--- src/rtl/serial_mmio_port.sv ---
// Memory-mapped byte-serial port: CPU register window over TX/RX FIFOs with
// valid/rden ingress from the device, ready/wren egress to it, and sticky error flags.
module serial_mmio_port #(
  parameter int unsigned DATA_W   = 8,
  parameter int unsigned TX_DEPTH = 4,
  parameter int unsigned RX_DEPTH = 4
) (
  input  logic              clock,
  input  logic              reset,
  input  logic [1:0]        addr_in,
  input  logic              rd_en_in,
  input  logic              wr_en_in,
  input  logic [31:0]       wdata_in,
  output logic [31:0]       rdata_out,
  input  logic [DATA_W-1:0] serial_in,
  input  logic              serial_valid_in,
  output logic              serial_rden_out,
  input  logic              serial_ready_in,
  output logic [DATA_W-1:0] serial_out,
  output logic              serial_wren_out
);

  localparam int unsigned RX_AW = $clog2(RX_DEPTH);
  localparam int unsigned RX_CW = RX_AW + 1;
  localparam int unsigned TX_AW = $clog2(TX_DEPTH);
  localparam int unsigned TX_CW = TX_AW + 1;

  typedef enum logic [1:0] {
    REG_DATA   = 2'd0,
    REG_STATUS = 2'd1,
    REG_CTRL   = 2'd2,
    REG_RSVD   = 2'd3
  } reg_e;

  reg_e reg_sel;
  assign reg_sel = reg_e'(addr_in);

  logic [DATA_W-1:0] rx_mem_q [RX_DEPTH];
  logic [DATA_W-1:0] tx_mem_q [TX_DEPTH];

  logic [RX_AW-1:0] rx_wptr_q, rx_wptr_d, rx_rptr_q, rx_rptr_d;
  logic [RX_CW-1:0] rx_cnt_q, rx_cnt_d;
  logic [TX_AW-1:0] tx_wptr_q, tx_wptr_d, tx_rptr_q, tx_rptr_d;
  logic [TX_CW-1:0] tx_cnt_q, tx_cnt_d;
  logic             rx_uf_q, rx_uf_d, tx_of_q, tx_of_d;
  logic [31:0]      rdata_q, rdata_d;

  logic rx_empty, rx_full, tx_empty, tx_full;
  logic data_rd, data_wr, ctrl_wr;
  logic rx_push, rx_pop, tx_push, tx_pop;
  logic rx_flush, tx_flush, sticky_clr;
  logic unused_wdata;

  assign unused_wdata = ^wdata_in;

  assign rx_empty = (rx_cnt_q == '0);
  assign rx_full  = (rx_cnt_q == RX_CW'(RX_DEPTH));
  assign tx_empty = (tx_cnt_q == '0);
  assign tx_full  = (tx_cnt_q == TX_CW'(TX_DEPTH));

  assign data_rd    = rd_en_in && (reg_sel == REG_DATA);
  assign data_wr    = wr_en_in && (reg_sel == REG_DATA);
  assign ctrl_wr    = wr_en_in && (reg_sel == REG_CTRL);
  assign sticky_clr = ctrl_wr && wdata_in[0];
  assign rx_flush   = ctrl_wr && wdata_in[1];
  assign tx_flush   = ctrl_wr && wdata_in[2];

  // Full checks use the pre-edge count; a same-cycle pop frees a TX slot but not an RX one.
  assign serial_rden_out = serial_valid_in && !rx_full;
  assign serial_wren_out = !tx_empty && serial_ready_in;
  assign serial_out      = tx_mem_q[tx_rptr_q];

  assign rx_push = serial_rden_out;
  assign rx_pop  = data_rd && !rx_empty;
  assign tx_pop  = serial_wren_out;
  assign tx_push = data_wr && (!tx_full || tx_pop);

  always_comb begin
    rx_wptr_d = rx_wptr_q;
    rx_rptr_d = rx_rptr_q;
    rx_cnt_d  = rx_cnt_q;
    if (rx_flush) begin
      rx_wptr_d = '0;
      rx_rptr_d = '0;
      rx_cnt_d  = '0;
    end else begin
      if (rx_push) rx_wptr_d = rx_wptr_q + 1'b1;
      if (rx_pop)  rx_rptr_d = rx_rptr_q + 1'b1;
      case ({rx_push, rx_pop})
        2'b10:   rx_cnt_d = rx_cnt_q + 1'b1;
        2'b01:   rx_cnt_d = rx_cnt_q - 1'b1;
        default: rx_cnt_d = rx_cnt_q;
      endcase
    end
  end

  always_comb begin
    tx_wptr_d = tx_wptr_q;
    tx_rptr_d = tx_rptr_q;
    tx_cnt_d  = tx_cnt_q;
    if (tx_flush) begin
      tx_wptr_d = '0;
      tx_rptr_d = '0;
      tx_cnt_d  = '0;
    end else begin
      if (tx_push) tx_wptr_d = tx_wptr_q + 1'b1;
      if (tx_pop)  tx_rptr_d = tx_rptr_q + 1'b1;
      case ({tx_push, tx_pop})
        2'b10:   tx_cnt_d = tx_cnt_q + 1'b1;
        2'b01:   tx_cnt_d = tx_cnt_q - 1'b1;
        default: tx_cnt_d = tx_cnt_q;
      endcase
    end
  end

  // Clear wins over a same-cycle set.
  always_comb begin
    rx_uf_d = sticky_clr ? 1'b0 : (rx_uf_q || (data_rd && rx_empty));
    tx_of_d = sticky_clr ? 1'b0 : (tx_of_q || (data_wr && tx_full && !tx_pop));
  end

  always_comb begin
    rdata_d = rdata_q;
    if (rd_en_in) begin
      rdata_d = '0;
      case (reg_sel)
        REG_DATA: begin
          if (!rx_empty) rdata_d[DATA_W-1:0] = rx_mem_q[rx_rptr_q];
        end
        REG_STATUS: begin
          rdata_d[0]           = !rx_empty;
          rdata_d[1]           = !tx_full;
          rdata_d[2]           = rx_uf_q;
          rdata_d[3]           = tx_of_q;
          rdata_d[8 +: RX_CW]  = rx_cnt_q;
          rdata_d[16 +: TX_CW] = tx_cnt_q;
        end
        default: rdata_d = '0;
      endcase
    end
  end

  always_ff @(posedge clock or posedge reset) begin
    if (reset) begin
      rx_wptr_q <= '0;
      rx_rptr_q <= '0;
      rx_cnt_q  <= '0;
      tx_wptr_q <= '0;
      tx_rptr_q <= '0;
      tx_cnt_q  <= '0;
      rx_uf_q   <= 1'b0;
      tx_of_q   <= 1'b0;
      rdata_q   <= '0;
    end else begin
      rx_wptr_q <= rx_wptr_d;
      rx_rptr_q <= rx_rptr_d;
      rx_cnt_q  <= rx_cnt_d;
      tx_wptr_q <= tx_wptr_d;
      tx_rptr_q <= tx_rptr_d;
      tx_cnt_q  <= tx_cnt_d;
      rx_uf_q   <= rx_uf_d;
      tx_of_q   <= tx_of_d;
      rdata_q   <= rdata_d;
    end
  end

  always_ff @(posedge clock) begin
    if (rx_push && !rx_flush) rx_mem_q[rx_wptr_q] <= serial_in;
    if (tx_push && !tx_flush) tx_mem_q[tx_wptr_q] <= wdata_in[DATA_W-1:0];
  end

  assign rdata_out = rdata_q;

endmodule

--- config.mk ---
export PLATFORM = sky130hd
export DESIGN_NAME = serial_mmio_port
export DESIGN_NICKNAME = d
export VERILOG_FILES = /design/src/rtl/serial_mmio_port.sv
export SDC_FILE = /design/constraint.sdc
export NUM_CORES = 1
export LEC_CHECK = 0
export ABC_CLOCK_PERIOD_IN_PS = 2100
export CORE_MARGIN = 1.5
export CORE_UTILIZATION = 46
export DETAILED_ROUTE_END_ITERATION = 8
export PLACE_DENSITY = 0.74
export SLEW_MARGIN = 20
export SYNTH_ARGS = -nofsm -noshare
export SYNTH_HDL_FRONTEND = slang
export SYNTH_SLANG_ARGS = --single-unit
--- constraint.sdc ---
create_clock -name clock -period 2.1 [get_ports clock]
set_clock_uncertainty 0.2 [all_clocks]
set_input_delay 0.21 -clock clock [delete_from_list [all_inputs] [get_ports clock]]
set_output_delay 0.21 -clock clock [all_outputs]
set_load 0.01 [all_outputs]
==> reports/qor.csv <==
metric;value;unit
DR vias;2339;
# Max-Cap Violations;0;
count of pins over their slew limit;0;
shortest period the worst path allows;2.03;ns
# IOs;90;
vias per cell;5.07;
FP Rows;34;
Worst-path clk slew;0.09;ns
vias in the first global route;2458;
total gr overflow;0;
RSZ-0062 raised after global routing;true;
leakage power figure;2.12;nW
CP startpoint;tx_rptr_q[0];
drt first-iter violations;120;
Starting Density;0.472;
Die Y;97.4;um
largest net degree at the start of global routing;31;
data required time of the worst path;1.69;ns
Port Buffers;47;
Final Worst Setup Slack;0.0671;ns
Skew-Pair Late Insertion Delay;0.35;ns
synth unique cells;46;
worst r2r path cells;7;
die footprint;9490;um^2
Yosys top cell area share;0.469;
kind of critical path;register to output pin;
die span in x;97.4;um
fill count;663;
Routed WL;7310;um
H-tree depth;3;
power per cell area;1140;nW/um^2
synth warn;0;
diodes inserted;0;
FMAX;492;MHz
first-pass iteration count of the detailed router;4;
CP Max Fanout;9;
CTS sink cnt;94;
area leader, netlist;edfxtp_1;
Hold-fix buffers, CTS;0;
outcome;finished clean;
register area share after synthesis;0.652;
cells after synthesis;254;
Post-DP HPWL;5330;um
synth-to-layout area growth;27.9;%
startpoint types;register;
Hold WS;0.0183;ns
R2R setup slack;0.10;ns
Post-Place Worst Slack;-0.251;ns
CTS tree;done;
ratio of cells with drive above 1 in the final layout;0.280;
R2R Path End;rx_cnt_q[1];
Synth Area per Inst;16.1;um^2
initial antenna violation count;0;
routed len/inst;15.9;um
#FFs+latches synth;94;
Root Driver;clkbuf_8;
drt drc;0;
Inst Count DP;440;
placer congestion estimate;0.813;
largest cells by area after synthesis;edfxtp_1 47%, dfrtp_1 18%, mux4_2 8.8%;
GRT Total Usage;0.166;
Cell Count, Final, Fillers Out;461;
Overall Power;5.97;mW
RR Startpoint;rx_cnt_q[2];
Setup crit end kind;output pin;
synthesized area;4100;um^2
final hold viol count;0;
period utilization;0.968;
final number of setup-violating endpoints;0;
DRT antenna net count;0;
worst vdd ir;0.000684;V
Arr. time, crit path;1.62;ns
TritonCTS Buffers;9;
HP Class;primary input to asynchronous set/reset pin;
Final #Nets;406;
clk buf depth;2;
Core Box Area;8680;um^2
first-pass GRT wire length;12200;um
==> what timing repair did <==
action / CTS / global route
setup buffers: 2 / 3
pin swaps: 0 / 4
endpoints found under the setup margin: 9 / 9
gates cloned: 0 / 0
gates resized for setup: 17 / 13
==> cells in the mapped netlist, drive strengths merged <==
cell    number
a211oi       1
a21oi        8
a221o        2
a22o        11
and2         2
and3        10
and3b        1
and4b        1
buf         23
clkbuf       2
clkinv       1
conb         1
dfrtp       30
edfxtp      64
fa           2
ha           8
inv         10
mux2         1
mux2i        5
mux4        16
nand2        8
nand2b       2
nand3        1
nand3b       1
nor2        16
nor3         7
nor3b        4
nor4b        1
o211a        1
o21a         1
o21ai        2
o31ai        1
o41ai        2
or2          1
or3          1
or3b         1
xnor2        3
xor2         2
==> through the flow <==
step | TNS [ns] | utilization | area (um^2)
after global placement | -2.29 | 0.573 | 4980
after floorplan | 0 | - | 4160
after CTS | 0 | 0.601 | 5220
after global routing | -0.0203 | 0.604 | 5240
final | 0 | 0.604 | 5240
after detailed placement | -3.85 | 0.573 | 4980
==> power by group <==
group | switching (mW) | internal, mW | total [mW]
sequential | 0.260 | 2.34 | 2.60
clock | 0.620 | 0.684 | 1.30
combinational | 0.915 | 1.15 | 2.07
total | 1.80 | 4.18 | 5.97
==> layout by cell type (no fill, tap or decap), types with 2 or more instances in the layout <==
master / synthesis / routed
dfrtp_2: 0 / 2
inv_1: 8 / 8
and2_1: 2 / 2
conb_1: 1 / 18
clkdlybuf4s15_1: 0 / 3
and3_1: 10 / 10
nand2_1: 8 / 8
a21oi_1: 8 / 8
mux4_2: 16 / 16
inv_2: 2 / 2
buf_12: 0 / 7
nand2b_1: 2 / 2
clkdlybuf4s50_1: 0 / 37
nor3_1: 6 / 6
fa_1: 2 / 2
a221o_1: 2 / 2
clkbuf_8: 0 / 9
xnor2_1: 3 / 3
dlymetal6s2s_1: 0 / 2
nor3b_4: 1 / 2
a22o_1: 10 / 10
mux2i_1: 5 / 5
ha_1: 8 / 8
edfxtp_1: 64 / 64
dfrtp_1: 30 / 28
buf_4: 18 / 37
xor2_1: 2 / 2
nor2_1: 16 / 15
bufinv_16: 0 / 2
clkbuf_2: 0 / 5
==> critical path, stage by stage (launching register included) <==
cell and delay, ns:
dfrtp_1 0.38, buf_12 0.15, mux4_2 0.50, clkdlybuf4s15_1 0.24
==> worst max path at each step <==
stage / slack (ns) / depth (start not counted) / to
final: 0.07 / 3 / serial_out[5]
after global routing: -0.02 / 6 / rx_cnt_q[2]
after CTS: 0.01 / 3 / serial_wren_out
after detailed placement: -0.25 / 7 / rx_cnt_q[2]
after global placement: -0.16 / 7 / rx_cnt_q[2]
after floorplan: 0.08 / 6 / rx_cnt_q[2]
==> area by class of cell <==
type                    instances  area, um^2  share of cell area
repair buffers                 91         868               0.166
clock buffers                  10         128              0.0243
flip-flops and latches         94        2680               0.510
inverters                      11        41.3             0.00788
well taps                     108         135              0.0258
multi-input cells             141        1300               0.248
clock inverters                 6        93.8              0.0179
==> sequential cells by signal (all words and copies together) (netlist names) <==
signal,flops
tx_of_q,1
rdata_out,14
tx_cnt_q,3
tx_wptr_q,2
rx_rptr_q,2
rx_wptr_q,2
rx_cnt_q,3
tx_mem_q,32
rx_uf_q,1
rx_mem_q,32
tx_rptr_q,2
==> logic make-up (layout without fill, tap and decap cells) <==
kind of cell,Yosys count,in the layout,share of synthesized area
AOI/OAI and AO/OA,29,29,0.0595
xor gates and xnor gates,5,5,0.0107
adders and majority gates,10,10,0.0342
buffers and inverters,36,118,0.0522
DFF,94,94,0.652
muxes,22,22,0.103
other,1,18,0.000915
and+or+nand+nor,57,57,0.0876
==> metal layers <==
layer / GRT usage / vias to the layer above / routed length [um]
met5: 0 / - / 0
met4: 0.0429 / 0 / 76
met3: 0.0489 / 9 / 296
met2: 0.282 / 62 / 3790
met1: 0.209 / 1163 / 3160
li1: - / 1105 / -
No activity file was read; power rests on OpenSTA's default activity.
